[config.mk]
export PLATFORM = sky130hd
export DESIGN_NAME = tdm_demux_1_4
export DESIGN_NICKNAME = d
export VERILOG_FILES = /design/src/rtl/tdm_demux_1_4.sv
export SDC_FILE = /design/constraint.sdc
export NUM_CORES = 1
export LEC_CHECK = 0
export ABC_AREA = 1
export CAP_MARGIN = 20
export CORE_MARGIN = 2
export CORE_UTILIZATION = 30
export CTS_BUF_LIST = sky130_fd_sc_hd__clkbuf_8 sky130_fd_sc_hd__clkbuf_16
export CTS_CLUSTER_SIZE = 20
export DETAILED_ROUTE_END_ITERATION = 12
export SKIP_CTS_REPAIR_TIMING = 1
export SLEW_MARGIN = 20
export SYNTH_ARGS = -nofsm -noshare
export SYNTH_HDL_FRONTEND = slang
export SYNTH_SLANG_ARGS = --single-unit
[constraint.sdc]
create_clock -name clk -period 1.7 [get_ports clk]
set_clock_uncertainty 0.2 [all_clocks]
set_input_delay 0.34 -clock clk [delete_from_list [all_inputs] [get_ports clk]]
set_output_delay 0.34 -clock clk [all_outputs]
set_load 0.1 [all_outputs]
[src/rtl/tdm_demux_1_4.sv]
// 1-to-4 demultiplexer: steers a handshaked input stream into four one-entry
// lane registers, either round-robin with frame alignment or by explicit select.

module tdm_demux_1_4_lane #(
    parameter int W = 2
) (
    input  logic         clk,
    input  logic         rst,
    input  logic         i_wr,
    input  logic [W-1:0] i_data,
    input  logic         i_ready,
    output logic [W-1:0] o_data,
    output logic         o_valid
);
    logic [W-1:0] r_data;
    logic         r_valid;

    // A write wins over a drain, so refill-while-draining keeps the lane full.
    always_ff @(posedge clk or posedge rst) begin
        if (rst) begin
            r_data  <= '0;
            r_valid <= 1'b0;
        end else if (i_wr) begin
            r_data  <= i_data;
            r_valid <= 1'b1;
        end else if (r_valid && i_ready) begin
            r_valid <= 1'b0;
        end
    end

    assign o_data  = r_data;
    assign o_valid = r_valid;
endmodule

module tdm_demux_1_4 #(
    parameter int W = 2
) (
    input  logic         clk,
    input  logic         rst,
    input  logic [W-1:0] in_data,
    input  logic         in_valid,
    input  logic         in_sof,
    output logic         in_ready,
    input  logic         sel_mode,
    input  logic [1:0]   sel,
    output logic [W-1:0] out_a,
    output logic [W-1:0] out_b,
    output logic [W-1:0] out_c,
    output logic [W-1:0] out_d,
    output logic [3:0]   out_valid,
    input  logic [3:0]   out_ready,
    output logic [1:0]   slot,
    output logic         frame_done,
    output logic         sync_err
);
    logic [1:0]          w_tgt;
    logic                w_accept;
    logic                w_rr_accept;
    logic [3:0]          w_wr;
    logic [3:0][W-1:0]   w_lane_data;
    logic [3:0]          w_lane_valid;

    logic [1:0]          r_slot;
    logic                r_frame_done;
    logic                r_sync_err;

    // Target lane depends only on control inputs and state, never on in_valid.
    always_comb begin
        w_tgt = r_slot;
        if (sel_mode)
            w_tgt = sel;
        else if (in_sof)
            w_tgt = 2'd0;
    end

    assign in_ready    = !w_lane_valid[w_tgt] || out_ready[w_tgt];
    assign w_accept    = in_valid && in_ready;
    assign w_rr_accept = w_accept && !sel_mode;

    always_comb begin
        w_wr        = '0;
        w_wr[w_tgt] = w_accept;
    end

    genvar g;
    generate
        for (g = 0; g < 4; g++) begin : g_lane
            tdm_demux_1_4_lane #(.W(W)) u_lane (
                .clk     (clk),
                .rst     (rst),
                .i_wr    (w_wr[g]),
                .i_data  (in_data),
                .i_ready (out_ready[g]),
                .o_data  (w_lane_data[g]),
                .o_valid (w_lane_valid[g])
            );
        end
    endgenerate

    // Slot only advances on RR accepts; an in_sof accept realigns it to 1.
    always_ff @(posedge clk or posedge rst) begin
        if (rst) begin
            r_slot       <= 2'd0;
            r_frame_done <= 1'b0;
            r_sync_err   <= 1'b0;
        end else begin
            if (w_rr_accept)
                r_slot <= w_tgt + 2'd1;
            r_frame_done <= w_rr_accept && (w_tgt == 2'd3);
            r_sync_err   <= w_rr_accept && in_sof && (r_slot != 2'd0);
        end
    end

    assign out_a      = w_lane_data[0];
    assign out_b      = w_lane_data[1];
    assign out_c      = w_lane_data[2];
    assign out_d      = w_lane_data[3];
    assign out_valid  = w_lane_valid;
    assign slot       = r_slot;
    assign frame_done = r_frame_done;
    assign sync_err   = r_sync_err;
endmodule

# [Yosys cells after proc, flatten, opt, wreduce, memory -nomap -nowiden]
# Cells that the tools add are included.
# W data, S select, Z words.
[totals] ff_bits=16 inputBits=13 output_inout_bits=17 word_cells=50
[op_classes] addsub=1 order_cmp=2 n_eq_ne=1 muxes=16 bitwise=1 n_reduce_logical=18
[op_table] cell="$mux W1" n=11
[op_table] cell="$logic_and A1 B1 Y1" n=10
[op_table] cell="$reduce_bool A2 Y1" n=5
[op_table] cell="$and A4 B4 Y4" n=1
[op_table] cell="$bmux W1 S2" n=2
[op_table] cell="$mux W2" n=2
[op_table] cell="$lt A2 B3 Y1 const B" n=1
[op_table] cell="$add A2 B1 Y2 const B" n=1
[op_table] cell="$demux W1 S2" n=1
[op_table] cell="$eq A2 B2 Y1 const B" n=1
[op_table] cell="$ge A2 B1 Y1 const B" n=1
[op_table] cell="$logic_not A1 Y1" n=2
[op_table] cell="$logic_or A1 B1 Y1" n=1

# [Longest topological paths before layout]
# Gate-level depths: netlist of run 1.
[logic_depth] depth_word=10 mapped_depth=9 ltp_nobuf=9

# [Cells and area by module]
# A second synthesis of run 1 with hierarchy kept.
[hier_totals] hier_cells=114 area_unflattened_um2=855.8
[modules_own_cells] module="tdm_demux_1_4_lane" n_inst=4 cells_each=14 area_each_um2=116.4 seq_area_each_um2=75.1
[modules_own_cells] module="tdm_demux_1_4" n_inst=1 cells_each=58 area_each_um2=390.4 seq_area_each_um2=100.1

# [Worst setup path before layout of run 1]
# OpenSTA, ideal clock, no wires.
[synth_timing] kind="register -> output" start="register r_slot[1], in the netlist slot[1]" end="output port in_ready" t_arrival_ns=1.639 required_ns=1.160 slack_ns=-0.479 stages_incl_launch_ff=6 path_buffers=1 cell_sequence="dfrtp_1 > nand2_1 > nand3_1 > nand3_1 > nand2_4 > buf_8"
[synth_between] elab_chain_cells=6 elab_cells_between_ends=8 classes_between="mux: 6; reduce/logical: 2"
[synth_rtl] element="start, declared" line_no="63" text="logic [1:0] r_slot;"
[synth_rtl] element="start signal, assigned" line_no="108" text="r_slot <= w_tgt + 2'd1;"
[synth_rtl] element="$mux W2 *" line_no="72" text="else if (in_sof)"
[synth_rtl] element="$mux W2 *" line_no="70" text="if (sel_mode)"
[synth_rtl] element="$bmux W1 S2" line_no="76" text="assign in_ready = !w_lane_valid[w_tgt] || out_ready[w_tgt];"
[synth_rtl] element="$mux W1 (not written as such)" line_no="76"
[synth_rtl] element="$logic_not A1 Y1" line_no="76"
[synth_rtl] element="$logic_or A1 B1 Y1 *" line_no="76"
[synth_rtl] element="end, declared" line_no="43" text="output logic in_ready,"
# Every way passes the cells marked *; elsewhere a longest branch is shown, timed or not. The select of a mux whose other input is x is not followed.

# [Worst setup path in the final report of run 1]
# Same ends and word-level chain as after synthesis.

==> results.txt, run 1 <==
The run finished, with violations left. The final reports fail on negative setup slack. The synthesized area per cell is 8.52 um2. The area growth from synthesis to layout is 89.5%. The min-delay analysis places its worst path in the category in -> async. The clock sink total is 16. The area of all placed cells without fillers is 0.00160 mm2. STA classifies the critical path endpoint as a primary output.

The core region area came out at 0.00271 mm2. The number of fill cells came out at 251. Max-cap violations in this run came to 0. The half-perimeter wire length after detailed placement is 1680 um. The count of nets after finishing came out at 159. By instance count, the leading cell after synthesis is sky130_fd_sc_hd__nand2_1. The count of endpoints failing hold in the final timing report came to 0.

At the end of routability-driven placement, the weighted congestion stood at 0.756. The die height is 57.0 um. Static timing analysis puts the maximum clock frequency at 0.530 GHz. The arrival time of the worst setup path came out at 1350 ps. The post-synthesis sequential area ratio is 47.5%. The overall die area is 0.00325 mm2.

The total overflow reported by the global router is 0. STA classifies the critical path startpoint as a register. The count of pins over their slew limit is 0. In the synthesized netlist, the number of instances is 99.

The slew at the pin closest to its max-slew limit came out at 323 ps. The number of placed I/O pins came out at 30. The final critical-path required period is 1890 ps. The overall die width came out at 57.0 um. The ratio of total power to cell area came out at 1600 mW/mm2. After layout, the worst setup slack is -188 ps. The starting DRC count in detailed routing is 10. The flip-flop cell with the highest count after synthesis is sky130_fd_sc_hd__dfrtp_1.

The net count after synthesis is 116. The cell row count is 19. OpenSTA, run right after detailed placement, puts the worst setup slack at -492 ps. The cell at the root of the clock tree is sky130_fd_sc_hd__clkbuf_8. In this run the tightest slew margin relative to its limit is 78.4%. The required time of the worst setup path came out at 1160 ps.

The number of distinct standard cells referenced by the synthesized netlist is 17. CTS built an H-tree with a depth of 1. The area share of the largest cell type after synthesis came out at 47.5%. The aggregate global-route resource usage is 14.1%. The share of final-layout standard cells stronger than drive strength 1 came out at 47.5%. For this design the static power due to leakage is 0.808 nW.

Buffers placed on the I/O ports in this run total 29. The number of flops mapped to enable cells by yosys came out at 0. Of all cell types, the one taking the most synthesized area is sky130_fd_sc_hd__dfrtp_1. In the finished design, the share of the clock period the worst path needs comes to 111%. Counting flops and latches in the post-synthesis netlist gives 16. The clock slew at the register clock pins of the worst setup and hold paths came out at 60 ps. The number of setup violations in the final report came out at 4. The clock tree from TritonCTS is yes.

The critical path is of the reg -> out type. During synthesis, Yosys emitted a total of 0 warnings. The final route contains 827 vias. The first global-routing pass estimated 3570 um of wire. The ratio of routed vias to standard cells is 4.81. The initial core utilization came out at 31.1%.

Entering global routing, the biggest net connects 16 pins. In the post-synthesis netlist, the biggest area contributors are sky130_fd_sc_hd__dfrtp_1 (47%), sky130_fd_sc_hd__nand2_1 (12%), sky130_fd_sc_hd__nand4_1 (7.4%). The number of global-route vias before repair came out at 829.

The post-route total power came out at 2.56 mW. The average detailed-routed wire length per instance is 13.3 um. The residual antenna-violating net count after detailed routing came out at 0. The number of buffers on the longest clock path is 2.

Counting flops with an async set or reset pin after synthesis yields a share of 100%. For this run, design rule violations remaining after detail routing come to 0. The final antenna diode count came out at 0. At the later pin of the worst-skew pair, clock insertion delay measures 250 ps.

The number of antenna violations at the first check in global routing came to 0. The maximum fanout along the worst path came out at 6. The largest voltage drop on the vdd net came out at 1480 uV. The commonest cells after synthesis are sky130_fd_sc_hd__nand2_1 (27), sky130_fd_sc_hd__dfrtp_1 (16), sky130_fd_sc_hd__nand3_1 (10), sky130_fd_sc_hd__nand4_1 (10), sky130_fd_sc_hd__inv_1 (8). The netlist area before placement came out at 843 um2. The number of buffers added by the clock tree synthesis step is 3.

Setup repair after global routing could not meet its margin everywhere. The first-pass detailed-route iteration total is 4. The final layout contains routed wiring with a total length of 2280 um. The cell area reported after detailed placement is 0.00140 mm2.
==> worst max-delay path, stage by stage (launching register included) <==
cell,delay (ps)
sky130_fd_sc_hd__dfrtp_4,480
sky130_fd_sc_hd__nand2_2,80
sky130_fd_sc_hd__nand2_2,80
sky130_fd_sc_hd__nand3_2,70
sky130_fd_sc_hd__nand3_2,80
sky130_fd_sc_hd__nand2_4,120
sky130_fd_sc_hd__buf_12,180
==> registers in the layout, indices dropped and copies added, names as in the netlist <==
register,count
g_lane.u_lane.o_valid,4
sync_err,1
g_lane.u_lane.o_data,8
frame_done,1
slot,2
==> report_power, final <==
group	leakage [nW]	switching [mW]	total, mW	internal (mW)
Combinational	0.576	1.04	1.62	0.580
Clock	0.0288	0.128	0.334	0.205
Sequential	0.203	0.113	0.604	0.491
==> final timing paths <==
kind	from	to	slack [ps]	cells after the start
max reg2reg	slot[1]	g_lane[1].u_lane.o_data[0]	-30	11
min in group clk	out_ready[1]	g_lane[1].u_lane.o_valid	140	2
min	rst	frame_done	140	2
min reg2reg	g_lane[1].u_lane.o_data[0]	g_lane[1].u_lane.o_data[0]	330	2
max in group asynchronous	rst	g_lane[0].u_lane.o_valid	720	3
max	slot[1]	in_ready	-190	6
==> metal layers <==
metal / vias to the layer above / global-route usage [%] / share of wire (%)
met2: 25 / 24.0 / 54
met1: 393 / 17.2 / 40
li1: 405 / - / -
met5: - / 0 / 0
met3: 4 / 3.17 / 4.7
met4: 0 / 5.98 / 1.0
==> cells by family after synthesis <==
family | Yosys count | share of synthesized area, %
simple gates | 58 | 32.8
buf+inv | 16 | 10.8
flops | 16 | 47.5
compound gates | 5 | 2.97
fa+ha+maj | 4 | 5.93
==> cell usage in the layout (no fill, tap or decap), types with 3 or more instances in the layout <==
| cell type | Yosys | routed |
|---|---|---|
| sky130_fd_sc_hd__buf_12 | 0 | 18 |
| sky130_fd_sc_hd__nand4_1 | 10 | 10 |
| sky130_fd_sc_hd__inv_1 | 8 | 5 |
| sky130_fd_sc_hd__nor2_2 | 1 | 3 |
| sky130_fd_sc_hd__nand2_2 | 2 | 6 |
| sky130_fd_sc_hd__buf_4 | 4 | 13 |
| sky130_fd_sc_hd__o21ai_0 | 5 | 4 |
| sky130_fd_sc_hd__clkbuf_8 | 0 | 4 |
| sky130_fd_sc_hd__nand3_2 | 1 | 7 |
| sky130_fd_sc_hd__dfrtp_1 | 16 | 14 |
| sky130_fd_sc_hd__nand2_4 | 1 | 3 |
| sky130_fd_sc_hd__nand2_1 | 27 | 21 |
| sky130_fd_sc_hd__dlymetal6s2s_1 | 0 | 7 |
| sky130_fd_sc_hd__ha_1 | 4 | 4 |
| sky130_fd_sc_hd__inv_2 | 1 | 4 |
| sky130_fd_sc_hd__clkdlybuf4s50_1 | 0 | 4 |
==> final cells by class <==
type	instances	area, um2	area share [%]
clock buffer	4	55.1	3.45
multi-input combinational	67	452	28.3
sequential	16	408	25.5
timing repair buffer	44	602	37.7
tap	31	38.8	2.43
inverter	10	42.5	2.66
==> metrics by stage <==
step / util (%) / hold slack [ps] / instances / TNS (ps)
finish: 59.0 / 138 / 172 / -271
CTS: 53.8 / 144 / 167 / -3540
global placement: 51.8 / 322 / 163 / -6570
detailed placement: 51.8 / 321 / 163 / -7430
floorplan: - / 53.8 / 99 / -72.2
global route: 59.0 / 148 / 172 / -1130
No activity file was read; power rests on OpenSTA's default activity.
==> inputs of run 2 (changes only) <==
--- a/config.mk
+++ b/config.mk
@@ -7,7 +7,6 @@
 export LEC_CHECK = 0
 export ABC_AREA = 1
 export CAP_MARGIN = 20
-export CORE_MARGIN = 2
 export CORE_UTILIZATION = 30
 export CTS_BUF_LIST = sky130_fd_sc_hd__clkbuf_8 sky130_fd_sc_hd__clkbuf_16
 export CTS_CLUSTER_SIZE = 20
==> results.txt, run 2 (synthesis gave the netlist of run 1 again) <==
The buffer and inverter count on the worst path came to 1 (unchanged). The largest voltage drop on the vdd net came to 1100 uV (-26%). The starting DRC count in detailed routing is 12 (+2). The overall die width came out at 55.0 um (-3.5%). The largest net degree at the start of global routing is 11 (-5). The ratio of routed vias to standard cells came out at 4.72 (-1.8%).

Setup repair after global routing could not meet its margin everywhere. The wire length of the first global-routing pass came out at 3440 um (-3.5%). The last weighted congestion value of the routability-driven placer was 0.843 (+12%). The die height is 55.0 um (-3.5%). The DRC violations left was 0 (unchanged). The count of pins over their slew limit was 0 (unchanged). The number of placed I/O pins came out at 30 (unchanged). The sum of negative setup slack is -165 ps (+106 ps).

The arrival time of the worst setup path came to 1320 ps (-30 ps). The total overflow reported by the global router is 0 (unchanged). The number of I/O port buffers is 29 (unchanged). The classification of the worst setup path is reg -> out.

The dominant delay contributor by cell family on the critical path is flip-flops. The required time of the worst setup path came out at 1160 ps (about the same). The leakage power total came out at 0.795 nW (-1.5%). The final reports fail on negative setup slack. The number of placed cells counting well taps was 162 (-0.61%). The clock tree from TritonCTS is yes. The total via count in the routed design came out at 807 (-2.4%). The core region area came out at 0.00257 mm2 (-5.3%).

The clock sink total is 16 (unchanged). The aggregate global-route resource usage is 16.3% (+2.2 points). The clock slew at the register clock pins of the worst setup and hold paths was 70 ps (about the same). Traced cell by cell, the critical path runs through nand2_2, nand2_2, nand3_2, nand3_2, nand2_4, buf_12.

The number of setup violations in the final report came to 1 (-3). The H-tree depth is 1 (unchanged). The flow ran to the end, but the final reports show violations.

The slew at the pin closest to its max-slew limit came out at 282 ps (-41.5 ps). The residual antenna-violating net count after detailed routing is 0 (unchanged). The class of the tightest hold or removal check is in -> reg. The final antenna diode count came to 0 (unchanged).

The relative slew slack came out at 81.2% (+2.8 points). The root buffer cell chosen for the clock tree is sky130_fd_sc_hd__clkbuf_8. For this design, the slowest cell found on the critical path is sky130_fd_sc_hd__dfrtp_4.

The average detailed-routed wire length per instance is 12.8 um (-3.2%). The number of antenna violations at the first check in global routing came out at 0 (unchanged). The critical path's largest stage delay is 490 ps (about the same).

The clock network latency to the later pin of the worst-skew pair is 250 ps (about the same). The number of global-route vias before repair came out at 803 (-3.1%). The post-route total power is 2.55 mW (-0.38%). The post-layout instance count excluding filler cells came out at 171 (-0.58%). The total length of routed wires is 2200 um (-3.8%). The share of final-layout standard cells stronger than drive strength 1 is 46.8% (-0.71 points). The library cells used most frequently in the layout, excluding fill and tap cells, are sky130_fd_sc_hd__nand2_1 (22), sky130_fd_sc_hd__buf_12 (17), sky130_fd_sc_hd__dfrtp_1 (14), sky130_fd_sc_hd__buf_4 (14), sky130_fd_sc_hd__nand4_1 (10). The number of buffers on the longest clock path came out at 2 (unchanged).

The final clock period utilization by the worst path came to 110% (-1.3 points). The kind of start point of the critical path is a register. The number of buffers added by the clock tree synthesis step came out at 3 (unchanged). The cell row count was 18 (-1). The number of max-cap violations came out at 0 (unchanged). The count of endpoints failing hold in the final timing report is 0 (unchanged). The final critical-path required period is 1860 ps (-22.9 ps). The most frequent standard cell in the layout excluding fill and tap cells is sky130_fd_sc_hd__nand2_1.

The overall die area is 0.00303 mm2 (-6.9%). The ratio of total power to cell area came out at 1610 mW/mm2 (+0.33%). The half-perimeter wire length after detailed placement is 1640 um (-2.0%). The number of flip-flops under the largest register name was 8 (unchanged). The maximum fanout along the worst path is 3 (-3).

The initial core utilization is 32.8% (+1.7 points). The worst-case setup margin in the final layout is -165 ps (+22.9 ps). From synthesis to final layout, the design area changed by 88.1%. The first-pass detailed-route iteration total came out at 4 (unchanged).

The count of nets after finishing is 159 (unchanged). STA classifies the critical path endpoint as a primary output. The maximum frequency from static timing analysis is 0.536 GHz (+1.2%).
-- run 2: routing by layer --
| layer | routed length, um | GRT usage, % | up-vias |
|---|---|---|---|
| met4 | 47 | 12.5 | 0 |
| met2 | 1090 | 25.1 | 26 |
| li1 | - | - | 406 |
| met1 | 946 | 20.6 | 371 |
| met5 | 0 | 0 | - |
| met3 | 109 | 1.91 | 4 |
-- run 2: layout make-up --
cell class / instances / area (um2)
Fill cell: 209 / 981
Inverter: 10 / 42.5
Multi-Input combinational cell: 67 / 457
Clock buffer: 4 / 55.1
Timing Repair Buffer: 44 / 587
Tap cell: 30 / 37.5
Sequential cell: 16 / 408
-- run 2: worst register-to-register path, delay by kind of cell, from the launching register on --
kind          cells  cell delay, ps
buf+inv           2             270
simple gates      8             590
flops             1             490
-- run 2: final timing paths --
check                                           start                         end  cells after the start  slack, ps
min reg2reg                g_lane[1].u_lane.o_data[0]  g_lane[1].u_lane.o_data[0]                      2        330
max in group asynchronous                         rst                  frame_done                      3        740
min in group asynchronous                         rst  g_lane[2].u_lane.o_data[1]                      2        120
max reg2reg                                   slot[1]  g_lane[0].u_lane.o_data[1]                     10         30
max                                           slot[1]                    in_ready                      6       -160
min                                      out_ready[1]    g_lane[1].u_lane.o_valid                      2        110
-- run 2: where the power goes --
part,total [mW],internal (mW),switching [mW]
Clock,0.346,0.206,0.140
Sequential,0.601,0.491,0.109
Combinational,1.60,0.572,1.03
Total,2.55,1.27,1.28
-- run 2: per-stage QoR --
stage                     hold slack, ps  setup slack, ps  instance area (um2)  util [%]
after detailed placement             327             -533                 1390      54.1
after CTS                            131             -541                 1450      56.3
final                                112             -165                 1590      61.8
after floorplan                     53.8            -72.2                  875         -
after global placement               320             -437                 1390      54.1
after global routing                 135             -213                 1590      61.8
==> inputs of run 3 (changes only) <==
--- a/config.mk
+++ b/config.mk
@@ -7,10 +7,12 @@
 export LEC_CHECK = 0
 export ABC_AREA = 1
 export CAP_MARGIN = 20
-export CORE_UTILIZATION = 30
+export CORE_UTILIZATION = 43
 export CTS_BUF_LIST = sky130_fd_sc_hd__clkbuf_8 sky130_fd_sc_hd__clkbuf_16
+export CTS_CLUSTER_DIAMETER = 150
 export CTS_CLUSTER_SIZE = 20
 export DETAILED_ROUTE_END_ITERATION = 12
+export PLACE_DENSITY = 0.77
 export SKIP_CTS_REPAIR_TIMING = 1
 export SLEW_MARGIN = 20
 export SYNTH_ARGS = -nofsm -noshare
==> results.txt, run 3 (synthesis gave the netlist of run 1 again) <==
The area of all placed cells without fillers is 0.00156 mm2 (-1.8%). The largest net degree at the start of global routing is 11 (unchanged). The worst slack at placement is -513 ps (+19.6 ps). The required time of the worst setup path is 1160 ps (about the same).

The cell area reported after detailed placement came out at 0.00139 mm2 (about the same). The share of final-layout standard cells stronger than drive strength 1 came out at 45.7% (-1.1 points). The core region area is 0.00178 mm2 (-31%). The final standard cell utilization of the core was 87.4% (+26 points). The final critical-path required period is 1870 ps (+1.07 ps). The sum of negative setup slack is -287 ps (-122 ps).

The flow ran to the end, but the final reports show violations. The global routing usage on met3 came out at 1.57% (-0.34 points). The half-perimeter wire length after detailed placement is 1820 um (+11%). The number of buffers on the longest clock path is 2 (unchanged). The final clock period utilization by the worst path is 110% (about the same). The ratio of total power to cell area came out at 1630 mW/mm2 (+1.3%). The register-to-register setup slack is -60 ps (-90 ps). The total length of routed wires is 2920 um (+33%). The area taken by multi-input logic gates is 452 um2 (-1.1%). The total overflow reported by the global router is 0 (unchanged). The residual antenna-violating net count after detailed routing is 0 (unchanged).

The maximum frequency from static timing analysis is 0.536 GHz (about the same). The number of max-cap violations is 0 (unchanged). The final antenna diode count came to 0 (unchanged). The number of I/O port buffers came out at 29 (unchanged). The ratio of routed vias to standard cells is 5.64 (+19%). The maximum fanout along the worst path is 4 (+1). The count of nets after finishing is 158 (-0.63%). The number of setup violations in the final report is 7 (+6).

The leakage power total was 0.797 nW (+0.19%). The die height is 46.3 um (-16%). The clock tree from TritonCTS is yes. The number of antenna violations at the first check in global routing came out at 0 (unchanged). The met2 track demand over resource in global routing came out at 45.9% (+21 points). The count of cells along the worst register-to-register path came out at 7 (-3). The worst-case setup margin in the final layout came out at -166 ps (-1.07 ps). The slew at the pin closest to its max-slew limit came out at 293 ps (+11.2 ps). The met1 demand-to-capacity share in global routing was 32.7% (+12 points). The number of fill cells is 79 (-62%). The clock sink total came out at 16 (unchanged).

The arrival time of the worst setup path came out at 1330 ps (about the same). The number of flip-flops under the largest register name came to 8 (unchanged). The last weighted congestion value of the routability-driven placer is 0.814 (-3.5%).

The path class of the tightest hold or removal check is in -> async. The overall die area is 0.00214 mm2 (-29%). The worst setup path is captured at a primary output.

The area taken by flip-flops and latches came out at 408 um2 (unchanged). The count of pins over their slew limit came out at 0 (unchanged). The clock network latency to the later pin of the worst-skew pair was 250 ps (about the same). The relative slew slack is 80.4% (-0.79 points). The wire length of the first global-routing pass came out at 3840 um (+12%). The initial core utilization is 47.3% (+14 points). The overall die width came out at 46.3 um (-16%). Setup repair after global routing could not meet its margin everywhere. The checks that failed: negative setup slack. The starting DRC count in detailed routing is 23 (+11). The worst hold slack across all endpoints came out at 124 ps (+11.5 ps).

The number of buffers added by the clock tree synthesis step came out at 3 (unchanged). met2 is the most crowded layer. The aggregate global-route resource usage came to 26.3% (+10 points). The count of endpoints failing hold in the final timing report is 0 (unchanged). The H-tree depth came to 1 (unchanged). The worst register-to-register path begins at slot[0]. The critical path is of the reg -> out type. The DRC violations left came out at 0 (unchanged). The kind of start point of the critical path is a register. CTS placed an instance of sky130_fd_sc_hd__clkbuf_8 at the clock tree root.

The number of placed I/O pins came out at 30 (unchanged). The total via count in the routed design is 930 (+15%). The first-pass detailed-route iteration total came out at 4 (unchanged).

The number of global-route vias before repair is 817 (+1.7%). The endpoint identified for the worst register-to-register timing path is g_lane[3].u_lane.o_valid. The largest voltage drop on the vdd net came out at 1250 uV (+13%). The average detailed-routed wire length per instance came out at 17.7 um (+38%). Leaving out fill and tap cells, the most frequent cell in the layout is sky130_fd_sc_hd__nand2_1.

The cell row count is 15 (-3). The area growth from synthesis to final layout came out at 84.7%. The library cells used most frequently in the layout, excluding fill and tap cells, are sky130_fd_sc_hd__nand2_1 (20), sky130_fd_sc_hd__buf_12 (17), sky130_fd_sc_hd__dfrtp_1 (14). The clock slew at the register clock pins of the worst setup and hold paths is 60 ps (about the same).
## run 3: worst max path at each step
stage | startpoint | to | slack (ps)
after floorplan | slot[1] | in_ready | -70
after global placement | sel_mode | in_ready | -430
after detailed placement | sel_mode | in_ready | -510
after CTS | sel_mode | in_ready | -520
after global routing | slot[0] | in_ready | -210
final | slot[0] | in_ready | -170
## run 3: report_power, final
group	total [mW]	leakage (nW)	switching [mW]	internal [mW]
clock network	0.287	0.0269	0.127	0.160
logic	1.63	0.567	1.06	0.565
registers	0.623	0.203	0.131	0.491
total	2.54	0.797	1.32	1.22
## run 3: per-stage QoR
| stage | instances | total power, mW |
|---|---|---|
| CTS | 162 | 2.45 |
| finish | 165 | 2.54 |
| global placement | 158 | 2.13 |
| global route | 165 | 2.60 |
| detailed placement | 158 | 2.16 |
| floorplan | 99 | 1.55 |
## run 3: final cells by class
class                   count  area share, %
well taps                  25           2.01
flip-flops and latches     16           26.2
clock inverters             1          0.241
multi-input cells          67           29.0
inverters                  10           2.73
repair buffers             43           37.2
clock buffers               3           2.65
## run 3: metal layers
metal	part of all wire, %	vias up
met2	53	54
met1	37	456
li1	-	405
met4	3.8	0
met3	5.4	15
met5	0	-
## run 3: worst max-delay path: stages, from the launching register on
cell and delay, ps:
sky130_fd_sc_hd__dfrtp_4 510, sky130_fd_sc_hd__nand2_4 80, sky130_fd_sc_hd__nand2_4 60, sky130_fd_sc_hd__clkinv_4 60, sky130_fd_sc_hd__nand3_2 90, sky130_fd_sc_hd__nand2_4 90
sky130_fd_sc_hd__buf_12 170
